<file path="src/rtl/seg_display_pkg.sv">
`default_nettype none
// ============================================================================
// Module      : seg_display_pkg
// Description : Shared types and constants for the arbitrated 4-digit
//               seven-segment display. Holds the controller state enum, the
//               digit-index type, the active-low segment patterns
//               (seg[0]=CA .. seg[6]=CG) and the round-robin pick helper.
// Revision    : 1.0 - initial release
// ============================================================================
package seg_display_pkg;

    typedef enum logic [1:0] {
        IDLE  = 2'd0,
        GRANT = 2'd1,
        SHOW  = 2'd2
    } state_t;

    // Digit 3 is the leftmost position, digit 0 the rightmost.
    typedef logic [1:0] digit_idx_t;

    // Active-low patterns: a 0 bit lights the segment.
    localparam logic [6:0] c_seg_0     = 7'h40;
    localparam logic [6:0] c_seg_1     = 7'h79;
    localparam logic [6:0] c_seg_2     = 7'h24;
    localparam logic [6:0] c_seg_3     = 7'h30;
    localparam logic [6:0] c_seg_4     = 7'h19;
    localparam logic [6:0] c_seg_5     = 7'h12;
    localparam logic [6:0] c_seg_6     = 7'h02;
    localparam logic [6:0] c_seg_7     = 7'h78;
    localparam logic [6:0] c_seg_8     = 7'h00;
    localparam logic [6:0] c_seg_9     = 7'h10;
    localparam logic [6:0] c_seg_blank = 7'h7F;

    // Two-requester round robin: with both requesting, the one not granted
    // last wins; otherwise the only requester wins.
    function automatic logic rr_pick(input logic [1:0] valid, input logic last_grant);
        if (valid == 2'b11) begin
            return ~last_grant;
        end
        return valid[1];
    endfunction

endpackage
`default_nettype wire

</file>
<file path="src/rtl/seg7_decoder.sv">
`default_nettype none
// ============================================================================
// Module      : seg7_decoder
// Description : BCD nibble to active-low seven-segment pattern. Nibbles
//               above 9, or an asserted blank, produce all segments off.
// Ports       : nibble - BCD digit value
//               blank  - force all segments off
//               seg    - active-low segments, seg[0]=CA .. seg[6]=CG
// Revision    : 1.0 - initial release
// ============================================================================
module seg7_decoder
    import seg_display_pkg::*;
(
    input  logic [3:0] nibble,
    input  logic       blank,
    output logic [6:0] seg
);

    always_comb begin
        seg = c_seg_blank;
        if (!blank) begin
            case (nibble)
                4'd0:    seg = c_seg_0;
                4'd1:    seg = c_seg_1;
                4'd2:    seg = c_seg_2;
                4'd3:    seg = c_seg_3;
                4'd4:    seg = c_seg_4;
                4'd5:    seg = c_seg_5;
                4'd6:    seg = c_seg_6;
                4'd7:    seg = c_seg_7;
                4'd8:    seg = c_seg_8;
                4'd9:    seg = c_seg_9;
                default: seg = c_seg_blank;
            endcase
        end
    end

endmodule
`default_nettype wire

</file>
<file path="src/rtl/seg_display_arbiter.sv">
`default_nettype none
// ============================================================================
// Module      : seg_display_arbiter
// Description : Round-robin arbiter between two BCD display requesters
//               driving a multiplexed 4-digit seven-segment display. A
//               granted value is scanned for at least HOLD_FRAMES full
//               frames; re-arbitration only happens at a frame boundary.
// Parameters  : REFRESH_DIV - clk cycles each digit stays lit (2..65535)
//               HOLD_FRAMES - minimum frames per granted value (1..255)
// Ports       : clk, reset (synchronous, active-high)
//               req_valid[1:0], req_data[31:0] - requests, word i at [16i+:16]
//               req_ready[1:0] - one-cycle accept pulse
//               an[3:0], seg[6:0], dp - active-low display drive
//               grant_id - owner of the displayed value
//               busy - high while granting or showing
// Options     : SEG_BLANK_LEADING_ZERO_EN - blank leading zero digits
//               (digit 0 is always shown)
// Revision    : 1.0 - initial release
// ============================================================================
module seg_display_arbiter
    import seg_display_pkg::*;
#(
    parameter int REFRESH_DIV = 1000,
    parameter int HOLD_FRAMES = 4
) (
    input  logic        clk,
    input  logic        reset,
    input  logic [1:0]  req_valid,
    input  logic [31:0] req_data,
    output logic [1:0]  req_ready,
    output logic [3:0]  an,
    output logic [6:0]  seg,
    output logic        dp,
    output logic        grant_id,
    output logic        busy
);

    localparam int               DIV_W      = $clog2(REFRESH_DIV);
    localparam logic [DIV_W-1:0] c_div_last = DIV_W'(REFRESH_DIV - 1);
    localparam logic [7:0]       c_hold     = 8'(HOLD_FRAMES);

    state_t           r_state,  w_state_nx;
    logic [15:0]      r_disp,   w_disp_nx;
    digit_idx_t       r_digit,  w_digit_nx;
    logic [DIV_W-1:0] r_div,    w_div_nx;
    logic [7:0]       r_frames, w_frames_nx, w_frames_inc;
    logic             r_last,   w_last_nx;
    logic             r_grant_id, w_grant_nx;
    logic             w_pick;

    logic [3:0]       r_an;
    logic [6:0]       r_seg;
    logic             r_dp;
    logic [1:0]       r_ready;
    logic             r_busy;

    logic [3:0]       w_nibble;
    logic             w_lz_blank;
    logic [6:0]       w_seg_dec;

    always_comb begin
        w_state_nx   = r_state;
        w_disp_nx    = r_disp;
        w_digit_nx   = r_digit;
        w_div_nx     = r_div;
        w_frames_nx  = r_frames;
        w_last_nx    = r_last;
        w_grant_nx   = r_grant_id;
        w_frames_inc = (r_frames >= c_hold) ? r_frames : r_frames + 8'd1;
        w_pick       = rr_pick(req_valid, r_last);

        case (r_state)
            IDLE: begin
                if (|req_valid) begin
                    w_state_nx = GRANT;
                    w_grant_nx = w_pick;
                    w_last_nx  = w_pick;
                end
            end
            GRANT: begin
                // The transfer completes on this edge, so capture here.
                w_state_nx  = SHOW;
                w_disp_nx   = r_grant_id ? req_data[31:16] : req_data[15:0];
                w_digit_nx  = 2'd3;
                w_div_nx    = '0;
                w_frames_nx = 8'd0;
            end
            SHOW: begin
                if (r_div == c_div_last) begin
                    w_div_nx   = '0;
                    w_digit_nx = r_digit - 2'd1;
                    // Digit 0 finishing closes a frame: the only point where
                    // a new owner may take over.
                    if (r_digit == 2'd0) begin
                        w_frames_nx = w_frames_inc;
                        if ((w_frames_inc >= c_hold) && (|req_valid)) begin
                            w_state_nx = GRANT;
                            w_grant_nx = w_pick;
                            w_last_nx  = w_pick;
                        end
                    end
                end else begin
                    w_div_nx = r_div + 1'b1;
                end
            end
            default: w_state_nx = IDLE;
        endcase
    end

    // Outputs are decoded from next-state values so the registered drive
    // lines up with the state it belongs to.
    assign w_nibble = w_disp_nx[{w_digit_nx, 2'b00} +: 4];

`ifdef SEG_BLANK_LEADING_ZERO_EN
    logic w_lz3, w_lz2, w_lz1;
    assign w_lz3 = (w_disp_nx[15:12] == 4'd0);
    assign w_lz2 = w_lz3 && (w_disp_nx[11:8] == 4'd0);
    assign w_lz1 = w_lz2 && (w_disp_nx[7:4] == 4'd0);
    always_comb begin
        case (w_digit_nx)
            2'd3:    w_lz_blank = w_lz3;
            2'd2:    w_lz_blank = w_lz2;
            2'd1:    w_lz_blank = w_lz1;
            default: w_lz_blank = 1'b0;
        endcase
    end
`else
    assign w_lz_blank = 1'b0;
`endif

    seg7_decoder u_seg7_decoder (
        .nibble (w_nibble),
        .blank  ((w_state_nx != SHOW) || w_lz_blank),
        .seg    (w_seg_dec)
    );

    always_ff @(posedge clk) begin
        if (reset) begin
            r_state    <= IDLE;
            r_disp     <= 16'd0;
            r_digit    <= 2'd3;
            r_div      <= '0;
            r_frames   <= 8'd0;
            r_last     <= 1'b1;
            r_grant_id <= 1'b0;
            r_an       <= 4'hF;
            r_seg      <= c_seg_blank;
            r_dp       <= 1'b1;
            r_ready    <= 2'b00;
            r_busy     <= 1'b0;
        end else begin
            r_state    <= w_state_nx;
            r_disp     <= w_disp_nx;
            r_digit    <= w_digit_nx;
            r_div      <= w_div_nx;
            r_frames   <= w_frames_nx;
            r_last     <= w_last_nx;
            r_grant_id <= w_grant_nx;
            r_an       <= (w_state_nx == SHOW) ? ~(4'b0001 << w_digit_nx) : 4'hF;
            r_seg      <= w_seg_dec;
            r_dp       <= 1'b1;
            r_ready    <= (w_state_nx == GRANT) ? (w_grant_nx ? 2'b10 : 2'b01) : 2'b00;
            r_busy     <= (w_state_nx != IDLE);
        end
    end

    assign an        = r_an;
    assign seg       = r_seg;
    assign dp        = r_dp;
    assign req_ready = r_ready;
    assign grant_id  = r_grant_id;
    assign busy      = r_busy;

endmodule
`default_nettype wire

</file>
<file path="config.mk">
export PLATFORM = sky130hd
export DESIGN_NAME = seg_display_arbiter
export DESIGN_NICKNAME = d
export VERILOG_FILES = /design/src/rtl/seg_display_pkg.sv /design/src/rtl/seg7_decoder.sv /design/src/rtl/seg_display_arbiter.sv
export SDC_FILE = /design/constraint.sdc
export NUM_CORES = 1
export LEC_CHECK = 0
export ABC_AREA = 1
export BUFFER_PORTS_ARGS = -buffer_cell sky130_fd_sc_hd__buf_2
export CORE_MARGIN = 2
export CORE_UTILIZATION = 50
export CTS_BUF_LIST = sky130_fd_sc_hd__clkbuf_8
export DETAILED_ROUTE_END_ITERATION = 10
export PLACE_DENSITY_LB_ADDON = 0.12
export SLEW_MARGIN = 10
export SYNTH_ARGS = -nofsm -noshare
export SYNTH_HDL_FRONTEND = slang
export SYNTH_SLANG_ARGS = --single-unit
</file>
<file path="constraint.sdc">
create_clock -name clk -period 3.1 [get_ports clk]
set_input_delay 0.155 -clock clk [delete_from_list [all_inputs] [get_ports clk]]
set_output_delay 0.155 -clock clk [all_outputs]
set_load 0.02 [all_outputs]
</file>
==> flow_summary_export.csv <==
group,metric,value,unit
synthesis,yosysMostFrequentCell,"nor2_1",
clock_network,clk_pin_slew,0.10,ns
worst_setup_path,crit_slowest_cell,"dfxtp_1",
timing,period_share,83.6,%
synthesis,synthSimpleGateAreaFrac,31.6,%
die,io_pins,52,
synthesis,syn_area_per_cell,6.94,um^2
clock_network,tritoncts,"yes",
synthesis,yosys-top-cells-count,"nor2_1, inv_1, nand2_1",
clock_network,cts_setup_buffers,0,
clock_network,cts_buffer_depth,2,
route,wl_per_cell,10.8,um
timing,hold_viol,0,
layout,diodes,0,
worst_setup_path,cp-end-kind,"flip-flop",
die,die_height,78.8,um
die,initial_core_util,51.4,%
global_route,grt_pass1_vias,2295,
route,vias,2537,
global_route,track_usage,19.7,%
die,rows,27,
route,viasPerCell,4.84,
worst_setup_path,cpPeakStageDelay,0.35,ns
layout,utilization,58.5,%
timing,fin_skew,0.0149,ns
clock_network,cts_buffers,5,
synthesis,synth_xor_area_share,0.626,%
synthesis,synth_top_area_share,38.6,%
worst_setup_path,critPathArrivalTime,2.79,ns
synthesis,synth_cells,403,
global_route,grt_max_degree,22,
synthesis,syn-num-nets,452,
clock_network,cts_sinks,54,
global_route,antenna_found_initial,0,
job,drv_cap,0,
synthesis,synthAdderAreaFrac,5.81,%
worst_hold_path,hold_class,"primary input to flip-flop",
place,io_buffers,50,
die,die_w,78.8,um
timing,drv_slew,0,
timing,finalSetupViolCount,0,
layout,syn2layout_area_growth,13.8,%
layout,fill_cells,540,
synthesis,yosysTopAreaCell,"dfxtp_1",
clock_network,ctsResizeCount,0,
global_route,grt_first_pass_wirelength,9910,um
timing,slew_headroom,66.0,%
timing,rsz0062_at_grt,"false",
synthesis,yosysWarnings,0,
synthesis,syn_area,0.00280,mm^2
power,powerDensity,621,mW/mm^2
clock_network,insertion_delay,0.31,ns
route,drt-initial-drc-count,117,
place,dp_hpwl,4250,um
clock_network,ctsHoldBuffers,0,
worst_setup_path,worstSetupStartpointType,"flip-flop",
timing,fin_crit,2.59,ns
route,drcViolationCount,0,
synthesis,ys_seq_area_share,38.6,%
power,ir_worst_vdd,283,uV
synthesis,synth-seq-cells,54,
die,fp.dieArea,0.00621,mm^2
place,gp_congestion,0.808,
worst_setup_path,crit_chain,"inv_1 -> ha_1 -> inv_2 -> nor2_1 -> nand3_1 -> nand2_1 -> nand2_2 -> nand2_4 -> nand2_1 -> nand2_1 -> nand2_1 -> nand2_1 -> inv_1 -> ha_1 -> nand3b_1 -> nand3_1 -> nand3_1",
layout,fin_nets,500,
synthesis,synth_edf_count,0,
timing,max_freq,386,MHz
worst_setup_path,cp.required,3.30,ns
timing,tightest_slew,0.509,ns
route,wirelength,5680,um
synthesis,synth.top_cells.by_area,"dfxtp_1, nor2_1, inv_1",
worst_setup_path,crit_top_cell,"nand2_1",
clock_network,htreeDepth,2,
synthesis,synth_top_family_by_area,"simple AND/OR/NAND/NOR gates",
worst_setup_path,crit_type,"flip-flop to flip-flop",
route,dr.pass1.iters,4,
route,ant_nets,0,
power,p_leak,1.45,nW
worst_setup_path,crit_fanout,15,
die,core-area,0.00544,mm^2
timing,final.setup.tns,0,ns
global_route,grt_overflow_total,0,
synthesis,synth_compound_area_share,11.6,%
synthesis,async_flop_share,0,%
synthesis,synthMuxAreaShare,0,%
run_status,outcome,"finished, final reports clean",
synthesis,ys.flop_type,"dfxtp_1",
synthesis,synth_cell_type_count,32,
layout,drive_gt1_share,19.9,%
clock_network,cts-root-buf,"clkbuf_8",
worst paths after layout:
kind | slack (ns) | end | start | cells past startpoint
worst max-delay path | 0.51 | seg[0] | r_state[0] | 17
worst min-delay path | 0.15 | r_last | req_valid[1] | 3
worst min register to register | 0.43 | r_frames[3] | r_frames[3] | 2
worst max register to register | 0.51 | seg[0] | r_state[0] | 17
final cells by class:
cell class | count | area (um^2) | area share [%]
clock buffers | 5 | 68.8 | 2.16
clock inverters | 3 | 17.5 | 0.550
inverters | 68 | 260 | 8.18
multi-input cells | 269 | 1390 | 43.8
flip-flops and latches | 54 | 1080 | 34.0
well taps | 72 | 90.1 | 2.83
repair buffers | 53 | 273 | 8.57
layout by cell type (no fill, tap or decap):
| cell type | instances |
|---|---|
| nor2_1 | 64 |
| inv_1 | 63 |
| nand2_1 | 60 |
| dfxtp_1 | 54 |
| buf_2 | 50 |
| o21ai_0 | 33 |
| nand3_1 | 31 |
| a21oi_1 | 18 |
| ha_1 | 13 |
| nand2_2 | 9 |
| nor3_1 | 8 |
| nand2_4 | 5 |
| nand4_1 | 5 |
| clkbuf_8 | 5 |
| inv_2 | 4 |
| o21ai_1 | 4 |
| or2_2 | 3 |
| buf_4 | 3 |
| nand3_2 | 2 |
| inv_4 | 2 |
| o21ai_2 | 2 |
| and3_1 | 2 |
| xor2_1 | 2 |
| nor2_2 | 1 |
| or2_1 | 1 |
| nand3b_1 | 1 |
| o21ai_4 | 1 |
| nor3b_1 | 1 |
| a211oi_1 | 1 |
| a21oi_2 | 1 |
| conb_1 | 1 |
| clkinv_4 | 1 |
| clkinv_2 | 1 |
sequential cells by signal, indices dropped and copies added (netlist names), 2 cells and up:
register	count
an	4
r_digit	2
r_disp	16
r_div	10
r_frames	8
r_state	2
req_ready	2
seg	7
cell families (layout without fill, tap and decap cells):
logic type      after synthesis  in the layout
simple gates                193            193
buf+inv                      80            129
compound gates               60             60
flops                        54             54
fa+ha+maj                    13             13
xor+xnor                      2              2
other cells                   1              1
routing by layer:
metal	up-vias	wire length (um)	global-route usage [%]
li1	1353	-	-
met1	1130	2850	25.9
met2	49	2580	32.8
met3	5	197	3.52
met4	0	49	6.14
met5	-	0	0
metrics by stage:
stage	power (mW)	std cells	instance area, um^2	setup slack (ns)	hold slack, ns
after floorplan	1.44	403	2800	0.879	0.271
after global placement	1.59	516	3100	0.612	0.417
after detailed placement	1.60	516	3100	0.530	0.420
after CTS	1.99	524	3180	0.501	0.143
after global routing	2.14	524	3180	0.148	0.179
final	1.98	524	3180	0.509	0.154
where the power goes:
group / total (mW) / leakage [nW] / switching (mW) / internal (mW)
Sequential: 0.796 / 0.441 / 0.0289 / 0.767
Clock: 0.391 / 0.0493 / 0.234 / 0.157
Combinational: 0.788 / 0.963 / 0.528 / 0.260
Total: 1.98 / 1.45 / 0.791 / 1.18
critical path, delay by kind of cell, from the launching register on:
| family | cells | cell delay, ns |
|---|---|---|
| adders and majority gates | 2 | 0.55 |
| buffers and inverters | 3 | 0.33 |
| DFF | 1 | 0.35 |
| and+or+nand+nor | 12 | 1.25 |
No activity file was read; power rests on OpenSTA's default activity.
